File: src/rtl/store_buffer.sv
// store_buffer
//   Small circular FIFO of pending stores that sits between the MEM stage and
//   the data-memory port. A store is accepted into the buffer in one cycle,
//   with no memory access in that cycle. Buffered stores are written to memory
//   in program order on cycles that do not issue a memory read.
//
//   A load is looked up in the buffer:
//   - If the youngest overlapping store covers every byte of the load, the
//     load data comes from the buffer.
//   - If the overlap is only partial, the stage stalls while the buffer drains.
//   - If nothing overlaps, the load reads memory.
//
// Ports
//   clk, reset                  clock, synchronous active-high reset
//   st_valid/addr/data/funct3   store request from MEM (data unshifted)
//   ld_valid/addr/funct3        load request from MEM
//   ld_data                     extended load result
//   stall                       hold MEM and everything upstream
//   empty                       no stores pending
//   mem_read/write/a/wd/funct3  data-memory request
//   mem_rd                      data-memory read data (same cycle)
module store_buffer #(
  parameter int DEPTH      = 4,
  parameter int DM_ADDRESS = 9,
  parameter int DATA_W     = 32
) (
  input  logic                  clk,
  input  logic                  reset,
  input  logic                  st_valid,
  input  logic [DM_ADDRESS-1:0] st_addr,
  input  logic [DATA_W-1:0]     st_data,
  input  logic [2:0]            st_funct3,
  input  logic                  ld_valid,
  input  logic [DM_ADDRESS-1:0] ld_addr,
  input  logic [2:0]            ld_funct3,
  output logic [DATA_W-1:0]     ld_data,
  output logic                  stall,
  output logic                  empty,
  output logic                  mem_read,
  output logic                  mem_write,
  output logic [DM_ADDRESS-1:0] mem_a,
  output logic [DATA_W-1:0]     mem_wd,
  output logic [2:0]            mem_funct3,
  input  logic [DATA_W-1:0]     mem_rd
);

  localparam int PW = $clog2(DEPTH);
  localparam int CW = PW + 1;

  logic [PW-1:0]         r_head;
  logic [PW-1:0]         r_tail;
  logic [CW-1:0]         r_count;
  logic [DEPTH-1:0]      r_valid;
  logic [DM_ADDRESS-1:0] r_addr [DEPTH];
  logic [DATA_W-1:0]     r_data [DEPTH];
  logic [2:0]            r_f3   [DEPTH];

  logic [3:0]            w_emask [DEPTH];
  logic [3:0]            w_ld_mask;
  logic                  w_hit;
  logic [PW-1:0]         w_hit_idx;
  logic [PW-1:0]         w_idx;
  logic                  w_cover;
  logic [DATA_W-1:0]     w_fwd_raw;
  logic [DATA_W-1:0]     w_fwd;
  logic                  w_full;
  logic                  w_empty;
  logic                  w_push;
  logic                  w_drain_req;
  logic                  w_drain;

  function automatic logic [3:0] f_st_mask(input logic [2:0] f3, input logic [1:0] off);
    case (f3)
      3'b000:  f_st_mask = 4'b0001 << off;
      3'b001:  f_st_mask = 4'b0011 << off;
      default: f_st_mask = 4'b1111;
    endcase
  endfunction

  function automatic logic [3:0] f_ld_mask(input logic [2:0] f3, input logic [1:0] off);
    case (f3)
      3'b000, 3'b100: f_ld_mask = 4'b0001 << off;
      3'b001, 3'b101: f_ld_mask = 4'b0011 << off;
      default:        f_ld_mask = 4'b1111;
    endcase
  endfunction

  function automatic logic [DATA_W-1:0] f_extend(input logic [DATA_W-1:0] w, input logic [2:0] f3);
    case (f3)
      3'b000:  f_extend = {{(DATA_W-8){w[7]}}, w[7:0]};
      3'b001:  f_extend = {{(DATA_W-16){w[15]}}, w[15:0]};
      3'b100:  f_extend = {{(DATA_W-8){1'b0}}, w[7:0]};
      3'b101:  f_extend = {{(DATA_W-16){1'b0}}, w[15:0]};
      default: f_extend = w;
    endcase
  endfunction

  assign w_full  = (r_count == CW'(DEPTH));
  assign w_empty = (r_count == '0);
  assign empty   = w_empty;

  always_comb begin
    for (int unsigned i = 0; i < DEPTH; i++) begin
      w_emask[i] = f_st_mask(r_f3[i], r_addr[i][1:0]);
    end
  end

  // The walk runs from oldest to youngest, so the last match is the youngest.
  always_comb begin
    w_ld_mask = f_ld_mask(ld_funct3, ld_addr[1:0]);
    w_hit     = 1'b0;
    w_hit_idx = '0;
    w_idx     = '0;
    for (int unsigned k = 0; k < DEPTH; k++) begin
      w_idx = r_head + PW'(k);
      if ((CW'(k) < r_count) && r_valid[w_idx] &&
          (r_addr[w_idx][DM_ADDRESS-1:2] == ld_addr[DM_ADDRESS-1:2]) &&
          ((w_emask[w_idx] & w_ld_mask) != '0)) begin
        w_hit     = 1'b1;
        w_hit_idx = w_idx;
      end
    end
  end

  // Align the store bytes to the word, then bring the load's first byte to bit 0.
  assign w_cover   = ((w_emask[w_hit_idx] & w_ld_mask) == w_ld_mask);
  assign w_fwd_raw = (r_data[w_hit_idx] << {r_addr[w_hit_idx][1:0], 3'b000})
                     >> {ld_addr[1:0], 3'b000};
  assign w_fwd     = f_extend(w_fwd_raw, ld_funct3);

  always_comb begin
    stall       = 1'b0;
    mem_read    = 1'b0;
    w_push      = 1'b0;
    w_drain_req = 1'b0;
    ld_data     = mem_rd;
    if (ld_valid) begin
      if (!w_hit) begin
        mem_read = 1'b1;
      end else if (w_cover) begin
        ld_data     = w_fwd;
        w_drain_req = 1'b1;
      end else begin
        stall       = 1'b1;
        w_drain_req = 1'b1;
      end
    end else if (st_valid) begin
      if (w_full) begin
        stall       = 1'b1;
        w_drain_req = 1'b1;
      end else begin
        w_push = 1'b1;
      end
    end else begin
      w_drain_req = 1'b1;
    end
  end

  assign w_drain    = w_drain_req && !w_empty;
  assign mem_write  = w_drain;
  assign mem_a      = mem_read ? ld_addr : r_addr[r_head];
  assign mem_funct3 = mem_read ? ld_funct3 : r_f3[r_head];
  assign mem_wd     = r_data[r_head];

  always_ff @(posedge clk) begin
    if (reset) begin
      r_head  <= '0;
      r_tail  <= '0;
      r_count <= '0;
      r_valid <= '0;
    end else begin
      if (w_drain) begin
        r_valid[r_head] <= 1'b0;
        r_head          <= r_head + 1'b1;
      end
      if (w_push) begin
        r_valid[r_tail] <= 1'b1;
        r_addr[r_tail]  <= st_addr;
        r_data[r_tail]  <= st_data;
        r_f3[r_tail]    <= st_funct3;
        r_tail          <= r_tail + 1'b1;
      end
      case ({w_push, w_drain})
        2'b10:   r_count <= r_count + 1'b1;
        2'b01:   r_count <= r_count - 1'b1;
        default: r_count <= r_count;
      endcase
    end
  end

endmodule

File: config.mk
export PLATFORM = sky130hd
export DESIGN_NAME = store_buffer
export DESIGN_NICKNAME = d
export VERILOG_FILES = /design/src/rtl/store_buffer.sv
export SDC_FILE = /design/constraint.sdc
export NUM_CORES = 1
export LEC_CHECK = 0
export BUFFER_PORTS_ARGS = -buffer_cell sky130_fd_sc_hd__clkbuf_2
export CAP_MARGIN = 40
export CORE_MARGIN = 10
export CORE_UTILIZATION = 45
export CTS_CLUSTER_DIAMETER = 120
export CTS_CLUSTER_SIZE = 40
export DETAILED_ROUTE_END_ITERATION = 7
export GPL_TIMING_DRIVEN = 0
export SYNTH_ARGS = -nofsm -noshare
export SYNTH_HDL_FRONTEND = slang
export SYNTH_SLANG_ARGS = --single-unit
File: constraint.sdc
create_clock -name clk -period 9.9 [get_ports clk]
set_input_delay 0.99 -clock clk [delete_from_list [all_inputs] [get_ports clk]]
set_output_delay 0.99 -clock clk [all_outputs]
set_load 0.005 [all_outputs]
=== Yosys cells after proc, flatten, opt, wreduce, memory -nomap -nowiden ===
Memories as Yosys holds them, arrays and structs flattened. A register that Yosys moved wholly into a read port is not among the register bits.
Cells that the tools add are included.

* Memory bits (read-only): 0
* Bits in latches: 0
* Register bits after elaboration: 11
* Output and inout bits: 80
* Memories: 3
* Word-level logic and storage cells: 170
* RAM bits: 176

{| class="wikitable"
|+ Memory list
! name !! words !! bits a word !! rd ports !! clocked after memory_dff !! write ports !! RTL line !! RTL
|-
| r_data || 4 || 32 || 2 || 1 || 1 || 55 || <nowiki>logic [DATA_W-1:0] r_data [DEPTH];</nowiki>
|-
| r_addr || 4 || 9 || 9 || 1 || 1 || 54 || <nowiki>logic [DM_ADDRESS-1:0] r_addr [DEPTH];</nowiki>
|-
| r_f3 || 4 || 3 || 5 || 1 || 1 || 56 || <nowiki>logic [2:0] r_f3 [DEPTH];</nowiki>
|}

* $add $sub $neg: 6
* Multiplexer cells: 72
* Reductions and logical operators: 29
* Multipliers: 0
* Bitwise gates (word level): 13
* Divide/modulo/power cells: 0
* Equal/unequal tests: 15
* Order comparisons: 16
* Shifts and indexed selects: 12

{| class="wikitable"
|+ Operators with widths
! kind !! number
|-
| one-hot mux 32 bit (4 select lines) || 1
|-
| two-way mux 32 bit || 3
|-
| two-way mux 4 bit || 13
|-
| binary-select mux 4 bit (select 2 bit) || 5
|-
| one-hot mux 4 bit (2 select lines) || 5
|-
| left shift 32 x 5 -> 32 bit || 1
|-
| right shift 32 x 5 -> 32 bit || 1
|-
| equality test 7 bit || 4
|-
| two-way mux 1 bit || 26
|-
| AND 4 bit || 6
|-
| two-way mux 2 bit || 10
|-
| left shift 1 x 2 -> 4 bit, first input constant || 5
|-
| left shift 2 x 2 -> 4 bit, first input constant || 5
|-
| zero test 3 bit || 6
|-
| nonzero test 4 bit || 4
|-
| equality test 3 x 1 -> 1 bit, second input constant || 5
|-
| greater-or-equal comparator 3 bit, second input constant || 5
|-
| logical AND 1 bit || 15
|-
| less-than comparator 2 x 3 -> 1 bit, second input constant || 5
|-
| inverter 2 -> 3 bit || 5
|-
| equality test 3 bit, second input constant || 3
|-
| two-way mux 9 bit || 1
|-
| binary-select mux 1 bit (select 2 bit) || 4
|-
| less-than comparator 1 x 3 -> 1 bit, first input constant || 2
|-
| 17 further kinds || 23
|}

=== Depth between registers and ports, before layout ===
* Word-level depth: 21
* Gate-level depth with buffers: 27
* Gate-level depth less buffers: 16

=== Worst setup path before layout ===
OpenSTA, ideal clock, no wires.

* Kind: register to output
* Start point: reg r_head[0]
* End point: out ld_data[18]
* Stages on the path, launching flop included: 24
* Required time: 8.910 ns
* Arrival: 5.473 ns
* Slack: 3.437 ns
* Path through: dfxtp_1 -> buf_6 -> inv_1 -> buf_2 -> clkbuf_1 -> clkbuf_1 -> clkbuf_1 -> ha_1 -> buf_2 -> mux4_2 -> xnor2_1 -> and3_1 -> o2111a_1 -> a21boi_2 -> o22ai_2 -> o21a_2 -> or4_1 -> o21ai_2 -> o21ai_1 -> a211oi_2 -> o31ai_4 -> o2111ai_4 -> buf_6 -> nand2_2

* Elaborated cells on any way between the ends: 72
* Those cells by class: add/sub: 3; eq/ne: 4; shift: 2; mux: 35; bitwise: 10; reduce/logical: 16; memory: 2

{| class="wikitable"
|+ RTL lines
! what !! RTL line !! RTL
|-
| start: declaration || 50 || <nowiki>logic [PW-1:0] r_head;</nowiki>
|-
| start signal: assignment || 174 || <nowiki>r_head <= r_head + 1'b1;</nowiki>
|-
| adder 2 bit (*) || 115 || <nowiki>w_idx = r_head + PW'(k);</nowiki>
|-
| via w_idx[0] || 62 || <nowiki>logic [PW-1:0] w_idx;</nowiki>
|-
| branches (longest 15 deep; another with memory read (4 x 32 bit)) || - ||
|-
| two-way mux 32 bit (*) || 138 || <nowiki>if (!w_hit) begin</nowiki>
|-
| two-way mux 32 bit (*) || 137 || <nowiki>if (ld_valid) begin</nowiki>
|-
| end: declaration || 36 || <nowiki>output logic [DATA_W-1:0] ld_data,</nowiki>
|}

Mark *: on every way through the listed nets, which the timed path passes. The select of a mux whose other input is x is not followed.

=== Worst setup path after layout ===
* Start point: reg r_head[0]
* End point: out ld_data[0]

The elaborated chain is that of the path after synthesis.

==> qor.yml <==
outcome: "completed"
crit_buf_inv: 13
share_clk_of_total_power_pct: 27.1
utilization_pct: 52.5
finalSetupViolations: 0
cts_buffers: 17
power_frac_seq_pct: 34.5
synth_area_leaders: "edfxtp_1 39%, mux4_2 11%, mux2i_1 5.1%, nor3_1 2.9%, nor2_1 2.7%"
slew_headroom_pct: 37.2
io_pins: 172
switching_share_pct: 36.9
most-common-layout-cells: "176 x edfxtp_1, 163 x clkbuf_2, 99 x nor2_1, 79 x nor3_1"
grt_util_met3_pct: 5.34
worst-path-max-fanout: 11
drt_pass1_iterations: 5
worstSkewPairLatency_ns: 0.46
grt_max_degree: 46
async_flop_share_pct: 0
synth.yosys.warnings: 0
place_area_um2: 15000
fin_skew_ns: 0.0112
area_growth_pct: 14.7
grt_pass1_vias: 11800
die_w_um: 194
crit_path_max_incr_delay_ns: 0.69
setup.worst_path.class: "reg2out"
final_common_cell: "edfxtp_1"
via_count: 12300
switchingPower_mw: 0.971
slowest_stage: "mux2i_1"
hpwlAfterDp_mm: 35.1
viasPerCell: 6.58
finalInstanceArea_um2: 15700
drive_gt1_share_pct: 26.3
pwr_density_cell_nw_per_um2: 168
finalPower_mw: 2.63
cpMostUsedCell: "buf_2"
busiest_layer: "met2"
wl_mm: 48.1
arrival_ns: 8.48
syn_avg_cell_area_um2: 10.8
grt_overflow: 0
drtAntennaViolNets: 0
core_um2: 29800
yosysUniqueCellTypes: 86
worst_slew_pin_slew_ns: 0.936
p_comb_share_pct: 38.3
min_period_ns: 9.47
fin_tns_setup_ns: 0
dp.cells: 1828
synth_edf_count: 176
die_h_um: 194
internal_power_mw: 1.66
die_area_um2: 37700
ir_worst_vdd_v: 0.000139
syn-num-nets: 1374
num_rows: 63
clock-sinks: 189
fin_crit_sh_pct: 95.6
crit_required_ns: 8.91
hold_violations: 0
grt_pass1_wl_mm: 73.2
hp-class: "reg2reg"
cp-start-kind: "flip-flop"
drv_slew: 0
nets: 1562
synth_top_area_cell: "edfxtp_1"
post_drt_wl_per_cell_um: 25.8
antenna_found_initial: 3
synth_top_cell_area_share_pct: 38.7
route.detailed.drc: 0
syn_area_um2: 13600
cts_tree: "built"
cts.path.max_buffers: 2
htreeDepth: 4
use_met2_pct: 37.0
worst_setup_path_end_kind: "output port"
synth_ff_type: "edfxtp_1"
synthCells: 1269
met1_usage_pct: 34.8
place.gp.congestion: 0.938
path_clk_slew_ns: 0.07
initial_core_util_pct: 45.8
ys_seq_area_share_pct: 40.6
drt_iter0_drc: 1410
grtUsageTotal_pct: 24.6
holdBufCountCts: 0
port_buffers: 162
final_cells: 1861
leakagePower_nw: 5.41
root_buffer: "clkbuf_16"
crit_family: "buffers and inverters"
synth_seq_cells: 189
drv_cap: 0
fmaxAchievable_ghz: 0.106
rsz0062_at_grt: "false"
## power by group through the flow
stage	clock, mW	combinational, mW	sequential, mW
detailed placement	0	0.986	0.926
floorplan	0	0.659	0.922
global placement	0	0.964	0.926
CTS	0.720	0.991	0.908
global route	0.752	1.08	0.911
finish	0.713	1.01	0.908
## worst reg2reg max path, delay by kind of cell, from the launching register on
| kind | cells | cell delay, ns |
|---|---|---|
| buffers and inverters | 10 | 3.17 |
| AND/OR/NAND/NOR | 5 | 1.71 |
| AO/OA/AOI/OAI | 3 | 0.77 |
| adder cells (fa/ha/maj) | 2 | 0.55 |
| flip-flops | 1 | 0.34 |
## timing repair
action / CTS / global route
gates resized for setup: 0 / 3
endpoints found under the setup margin: 0 / 14
buffers inserted: 0 / 0
## flip-flops by register name, summed over array words and instances (netlist names), named ones only
name / flops
r_tail: 2
r_head: 2
r_data: 128
r_f3: 12
r_count: 3
r_valid: 4
r_addr: 36
## final cells by class
class / count / area (um2)
clock inverter: 15 / 176
inverter: 21 / 78.8
multi-input combinational: 945 / 7490
sequential: 189 / 5550
buffer: 114 / 551
tap: 390 / 488
clock buffer: 17 / 425
timing repair buffer: 169 / 895
antenna: 1 / 2.50
fill: 2733 / 14100
## cells in the mapped netlist, types with 5 or more instances
master,instances
o22ai_1,29
o21bai_1,7
a21oi_2,5
nor4_1,6
nand2b_1,9
ha_1,13
xnor2_1,22
xor2_1,17
and2_1,13
o31a_1,15
a221oi_1,15
nand4_1,7
mux4_2,64
o221ai_1,25
o211ai_1,35
nand2_2,12
inv_1,19
a211oi_1,6
nor3b_1,5
a32oi_1,11
mux2_2,22
o21a_1,14
nand2_1,69
nor2_1,99
o21ai_0,49
or3_1,27
buf_6,8
a21oi_1,42
o2111ai_1,17
a31o_2,5
and3_1,6
nor2b_1,5
buf_2,28
buf_1,14
mux2i_1,70
a32o_1,8
dfxtp_1,13
clkbuf_1,59
a31oi_1,5
edfxtp_1,176
nor3_1,79
a22oi_1,14
nand3_1,26
## per-stage QoR
stage	hold WS, ns	setup slack (ns)
floorplan	0.496	3.44
global placement	0.526	0.678
detailed placement	0.531	0.753
CTS	0.556	0.227
global route	0.578	0.0293
finish	0.558	0.434
## routing by layer
layer  part of all wire (%)  routed length (um)
met4                    1.9                 901
met3                     10                4870
met5                  0.042                  20
met1                     43               20800
met2                     45               21500
## path summary, 6_finish.rpt
kind | startpoint | end | slack (ns) | depth (start not counted)
worst min register to register | r_valid[3] | r_valid[3] | 0.56 | 1
worst max-delay path | r_head[0] | ld_data[0] | 0.43 | 26
worst max register to register | r_head[0] | r_count[2] | 3.29 | 20
worst min-delay path | r_valid[3] | r_valid[3] | 0.56 | 1
## cells by family after synthesis
kind of cell / share of synthesized area (%)
simple gates: 14.2
compound gates: 19.4
flops: 40.6
mux: 17.5
buf+inv: 4.60
xor+xnor: 2.50
fa+ha+maj: 1.19
Power figures use the tool's default switching activity.
